<file path="src/rtl/avr_core_pkg.sv">
// Shared AVR core definitions: fetch FSM state encoding and opcode constants.
package avr_core_pkg;
    localparam int OPCODE_W = 6;
    localparam logic [OPCODE_W-1:0] OPC_JMP  = 6'b110000;
    localparam logic [OPCODE_W-1:0] OPC_HALT = 6'b111111;

    typedef enum logic [1:0] {FETCH, EXEC, HALT} fetch_state_t;
endpackage

</file>
<file path="src/rtl/pc_fetch_unit_if.sv">
// Instruction-memory fetch bus: req/addr from the fetch unit, ack/rdata from memory.
interface pc_fetch_unit_if #(
    parameter int PC_W    = 10,
    parameter int INSTR_W = 16
);
    logic               imem_req;
    logic [PC_W-1:0]    imem_addr;
    logic               imem_ack;
    logic [INSTR_W-1:0] imem_rdata;

    modport master (output imem_req, imem_addr, input imem_ack, imem_rdata);
    modport slave  (input imem_req, imem_addr, output imem_ack, imem_rdata);
endinterface

</file>
<file path="src/rtl/pc_next_mux.sv">
// Next-PC select: sequential PC+1 (wraps modulo 2**PC_W) or the jump target verbatim.
module pc_next_mux #(
    parameter int PC_W = 10
) (
    input  logic [PC_W-1:0] pc,
    input  logic            pc_src,
    input  logic [PC_W-1:0] jump_target,
    output logic [PC_W-1:0] pc_next
);
    assign pc_next = pc_src ? pc + PC_W'(1) : jump_target;
endmodule

</file>
<file path="src/rtl/pc_fetch_unit.sv">
// PC register, fetch FSM and instruction register of the AVR-style core.
// Optional HALT state enabled by defining PC_HALT_EN.
module pc_fetch_unit
    import avr_core_pkg::*;
#(
    parameter int              PC_W      = 10,
    parameter int              INSTR_W   = 16,
    parameter logic [PC_W-1:0] RESET_VEC = '0
) (
    input  logic                clk,
    input  logic                rst_n,
    input  logic                pc_src,
    input  logic [PC_W-1:0]     jump_target,
    input  logic                stall,
    pc_fetch_unit_if.master     imem,
    output logic [INSTR_W-1:0]  ireg_out,
    output logic [OPCODE_W-1:0] opcode,
    output logic                ireg_valid,
    output logic [PC_W-1:0]     pc_out
);
    fetch_state_t       state, state_nxt;
    logic [PC_W-1:0]    pc, pc_nxt, pc_sel;
    logic [INSTR_W-1:0] ireg, ireg_nxt;
    logic               valid, valid_nxt;
    logic               req, req_nxt;
    logic               halt_op;

    pc_next_mux #(.PC_W(PC_W)) u_pc_next_mux (
        .pc          (pc),
        .pc_src      (pc_src),
        .jump_target (jump_target),
        .pc_next     (pc_sel)
    );

`ifdef PC_HALT_EN
    assign halt_op = (opcode == OPC_HALT);
`else
    assign halt_op = 1'b0;
`endif

    always_ff @(posedge clk or negedge rst_n) begin
        if (!rst_n) begin
            state <= FETCH;
            pc    <= RESET_VEC;
            ireg  <= '0;
            valid <= 1'b0;
            req   <= 1'b0;
        end else begin
            state <= state_nxt;
            pc    <= pc_nxt;
            ireg  <= ireg_nxt;
            valid <= valid_nxt;
            req   <= req_nxt;
        end
    end

    always_comb begin
        state_nxt = state;
        pc_nxt    = pc;
        ireg_nxt  = ireg;
        valid_nxt = valid;
        req_nxt   = req;
        case (state)
            FETCH: begin
                // req is low for the first cycle after reset, so a stale ack is dropped
                req_nxt = 1'b1;
                if (req && imem.imem_ack) begin
                    ireg_nxt  = imem.imem_rdata;
                    valid_nxt = 1'b1;
                    req_nxt   = 1'b0;
                    state_nxt = EXEC;
                end
            end
            EXEC: begin
                if (!stall) begin
                    if (halt_op) begin
                        state_nxt = HALT;
                    end else begin
                        pc_nxt    = pc_sel;
                        valid_nxt = 1'b0;
                        req_nxt   = 1'b1;
                        state_nxt = FETCH;
                    end
                end
            end
            default: ;
        endcase
    end

    assign imem.imem_req  = req;
    assign imem.imem_addr = pc;
    assign ireg_out       = ireg;
    assign opcode         = ireg[INSTR_W-1 -: OPCODE_W];
    assign ireg_valid     = valid;
    assign pc_out         = pc;
endmodule
</file>
<file path="src/flat_wrapper.sv">
// flat-port wrapper written by rule: the top's interface ports become plain ports
module pc_fetch_unit_flat import avr_core_pkg::*;
#(
    parameter int              PC_W      = 10,
    parameter int              INSTR_W   = 16,
    parameter logic [PC_W-1:0] RESET_VEC = '0
)
  (clk, rst_n, pc_src, jump_target, stall, ireg_out, opcode, ireg_valid, pc_out, imem_imem_req, imem_imem_addr, imem_imem_ack, imem_imem_rdata);
  pc_fetch_unit_if #(.PC_W(PC_W), .INSTR_W(INSTR_W)) imem_i ();
  input  logic clk;
  input  logic rst_n;
  input  logic pc_src;
  input  logic [PC_W-1:0] jump_target;
  input  logic stall;
  output logic [INSTR_W-1:0] ireg_out;
  output logic [OPCODE_W-1:0] opcode;
  output logic ireg_valid;
  output logic [PC_W-1:0] pc_out;
  output wire logic [$bits(imem_i.imem_req)-1:0] imem_imem_req;
  output wire logic [$bits(imem_i.imem_addr)-1:0] imem_imem_addr;
  input wire logic [$bits(imem_i.imem_ack)-1:0] imem_imem_ack;
  input wire logic [$bits(imem_i.imem_rdata)-1:0] imem_imem_rdata;
  assign imem_imem_req = imem_i.imem_req;
  assign imem_imem_addr = imem_i.imem_addr;
  assign imem_i.imem_ack = imem_imem_ack;
  assign imem_i.imem_rdata = imem_imem_rdata;
  pc_fetch_unit #(.PC_W(PC_W), .INSTR_W(INSTR_W), .RESET_VEC(RESET_VEC)) u_core (.clk(clk), .rst_n(rst_n), .pc_src(pc_src), .jump_target(jump_target), .stall(stall), .imem(imem_i), .ireg_out(ireg_out), .opcode(opcode), .ireg_valid(ireg_valid), .pc_out(pc_out));
endmodule
</file>
<file path="config.mk">
export PLATFORM = sky130hd
export DESIGN_NAME = pc_fetch_unit_flat
export DESIGN_NICKNAME = d
export VERILOG_FILES = /design/src/rtl/avr_core_pkg.sv /design/src/rtl/pc_fetch_unit_if.sv /design/src/rtl/pc_next_mux.sv /design/src/rtl/pc_fetch_unit.sv /design/src/flat_wrapper.sv
export SDC_FILE = /design/constraint.sdc
export NUM_CORES = 1
export LEC_CHECK = 0
export CAP_MARGIN = 40
export CORE_MARGIN = 5
export CORE_UTILIZATION = 60
export DETAILED_ROUTE_END_ITERATION = 12
export DONT_BUFFER_PORTS = 1
export GPL_TIMING_DRIVEN = 0
export PLACE_DENSITY = 0.76
export SLEW_MARGIN = 20
export SYNTH_ARGS = -nofsm -noshare
export SYNTH_HDL_FRONTEND = slang
export SYNTH_SLANG_ARGS = --single-unit
export TNS_END_PERCENT = 20
</file>
<file path="constraint.sdc">
create_clock -name clk -period 2.95 [get_ports clk]
set_clock_uncertainty 0.15 [all_clocks]
set_input_delay 0.885 -clock clk [delete_from_list [all_inputs] [get_ports clk]]
set_output_delay 0.885 -clock clk [all_outputs]
set_load 0.02 [all_outputs]
</file>
==> impl_metrics.py <==
metrics = {
    "logic_synthesis": {
        "synth-compound-area-share_pct": 9.07,
        "yosysSeqAreaShare_pct": 49.3,
        "syn_nets": 155,
        "yosys-top-cells-area": "dfrtp_1, mux2_2, buf_4",
        "synth_area_um2": 1420,
        "ys_warn_count": 0,
        "synth_cells": 123,
        "synthXorXnorAreaFrac_pct": 0,
        "ys_types": 29,
        "synth_simple_gate_area_share_pct": 13.0,
        "ys_ff_latch": 28,
        "muxShareOfSynthArea_pct": 16.5,
        "synth_top_area_share_pct": 49.3,
        "synth_top_family_by_area": "multiplexers",
        "synth_fa_ha_area_share_pct": 0.880,
        "syn_area_per_cell_um2": 11.6,
        "yosysTopAreaCell": "dfrtp_1",
    },
    "grt": {
        "grt.overflow.total": 0,
        "grt_use_total_pct": 17.1,
        "grt_max_degree": 29,
        "antenna_found_initial": 0,
        "grt_pass1_wl_um": 4550,
        "first_global_vias": 1000,
    },
    "floorplan": {
        "die-width_um": 58.7,
        "core_area_um2": 2230,
        "die_h_um": 58.7,
        "die_area_um2": 3440,
        "initial_utilization_pct": 63.6,
        "row_count": 17,
        "pin_count": 75,
    },
    "critical_path": {
        "cp.arrival_ns": 1.17,
        "crit_family": "flip-flops",
        "crit_path_end_kind": "output pin",
        "crit_chain": "buf_4",
        "cp_max_fo": 7,
        "crit_cells": 1,
        "r2r-end": "u_core.imem.imem_addr[4]$_DFFE_PN0P_",
        "ff2ff_path_depth": 6,
        "r2r-start": "u_core.state[0]$_DFFE_PN0P_",
        "reg2reg_slack_ns": 1.26,
        "critPathMaxStageDelay_ns": 0.63,
        "startpoint_type": "flop",
        "cp.required_ns": 1.92,
        "crit_path_top_delay_cell": "dfrtp_1",
        "crit_type": "reg -> out",
        "path_buf_inv": 1,
        "crit_path_end": "pc_out[7]",
        "startpoint": "u_core.imem.imem_addr[7]$_DFFE_PN0P_",
    },
    "route": {
        "dr.pass1.iters": 4,
        "routed_wirelength_um": 2790,
        "ant_nets": 0,
        "drtIter0Drc": 22,
        "wl_per_cell_um": 18.0,
        "vias_per_cell": 5.95,
        "via_count": 922,
        "drc": 0,
    },
    "sta": {
        "rsz0062_at_grt": "no",
        "slew-limit-headroom_pct": 71.8,
        "setup-violations-final": 0,
        "layout_min_cycle_time_ns": 2.21,
        "fmax_mhz": 453,
        "slew_violations": 0,
        "post-route-period-util_pct": 74.8,
        "setup_tns_ns": 0,
        "tightest_slew_ns": 0.423,
        "report.final.hold_viol_count": 0,
    },
    "clock_network": {
        "cts_tree": "yes",
        "path_clk_slew_ns": 0.15,
        "postCtsHoldBufs": 0,
        "cts_made_buffers": 3,
        "clockBufferDepth": 2,
        "postCtsSetupRepairBufs": 0,
        "htree_num_levels": 1,
        "cts.repair.resized": 0,
        "clock_latency_ns": 0.32,
        "cts.sinks": 28,
        "root_buffer": "clkbuf_4",
    },
    "finish": {
        "stdcell_count": 155,
        "syn_to_final_growth_pct": 5.02,
        "n_fill_cell": 179,
        "antenna_cells": 0,
        "final_common_cell": "dfrtp_1",
        "nets": 160,
        "layout_common_cells": "dfrtp_1, mux2_2, buf_4",
        "drive_above_1_share_pct": 37.8,
    },
    "power_and_ir_drop": {
        "powerDensity_nw_per_um2": 1170,
        "peakVddDrop_uv": 848,
        "p_leak_nw": 0.684,
    },
    "hold_path": {
        "hp-class": "in -> async",
    },
    "run": {
        "cap_violations": 0,
    },
    "placement": {
        "dp_cells": 151,
        "place_congestion": 0.832,
        "hpwl_um": 2120,
        "io_buffers": 0,
    },
    "outcome": {
        "status": "finished, final reports clean",
    },
}
==> report_power, final <==
group	total (mW)	internal, mW	switching (mW)
Sequential	0.970	0.553	0.417
Clock	0.184	0.0755	0.109
Combinational	0.597	0.307	0.289
Total	1.75	0.936	0.815
==> cell type report <==
| cell class | count | area [um^2] | share of cell area (%) |
|---|---|---|---|
| flip-flops and latches | 28 | 701 | 46.9 |
| multi-input cells | 72 | 562 | 37.6 |
| plain buffers | 22 | 155 | 10.4 |
| clock buffers | 4 | 36.3 | 2.43 |
| well taps | 28 | 35.0 | 2.35 |
| inverters | 1 | 3.75 | 0.251 |
==> logic make-up after synthesis <==
group                    after synthesis
buffers and inverters                 23
multiplexers                          21
AND/OR/NAND/NOR                       28
AO/OA/AOI/OAI                         22
flip-flops                            28
adder cells (fa/ha/maj)                1
==> cells in the mapped netlist <==
master	count
a21o_2	1
a21oi_1	7
a2bb2oi_1	1
and3_1	1
and3_2	1
and4_4	1
buf_2	3
buf_4	16
buf_6	1
clkbuf_1	1
clkbuf_2	1
dfrtp_1	28
ha_1	1
inv_1	1
mux2_2	16
mux2_4	1
mux2i_1	4
nand2_1	10
nand2b_1	2
nand3_1	5
nand3_2	1
nand3b_1	2
nand3b_4	1
nand4_1	2
nand4_4	1
nor2b_1	1
o21a_1	1
o21ai_0	5
o22ai_1	7
==> state kept, by name, summed over array words and instances, names as in the netlist <==
name,cells
u_core.ireg_out,16
u_core.imem.imem_addr,10
u_core.imem.imem_req,1
u_core.state,1
==> per-stage QoR <==
| stage | total power [mW] | setup WS, ns | hold slack [ns] | util, % | cell area, um^2 |
|---|---|---|---|---|---|
| floorplan | 1.47 | 1.12 | 0.439 | - | 1420 |
| global placement | 1.56 | 1.01 | 0.440 | 65.2 | 1460 |
| detailed placement | 1.59 | 0.963 | 0.440 | 65.2 | 1460 |
| CTS | 1.77 | 0.735 | 0.0651 | 66.8 | 1490 |
| global route | 1.87 | 0.694 | 0.0450 | 66.8 | 1490 |
| finish | 1.75 | 0.742 | 0.0768 | 66.8 | 1490 |
==> worst min path at each step <==
stage,start,endpoint,slack [ns],depth (start not counted)
2_1_floorplan,rst_n,u_core.imem.imem_addr[0]$_DFFE_PN0P_,0.44,0
4_1_cts,rst_n,u_core.imem.imem_addr[0]$_DFFE_PN0P_,0.07,0
5_1_grt,rst_n,u_core.imem.imem_addr[7]$_DFFE_PN0P_,0.05,0
3_5_place_dp,rst_n,u_core.imem.imem_addr[0]$_DFFE_PN0P_,0.44,0
3_3_place_gp,rst_n,u_core.imem.imem_addr[0]$_DFFE_PN0P_,0.44,0
6_report,rst_n,u_core.imem.imem_addr[0]$_DFFE_PN0P_,0.08,0
==> metal layers <==
layer	track usage, %	vias to the layer above	part of all wire [%]
met5	0	-	0
met1	19.0	443	36
met2	30.9	47	53
met3	4.61	4	9.4
met4	6.15	0	1.0
li1	-	428	-
No activity file was read; power rests on OpenSTA's default activity.
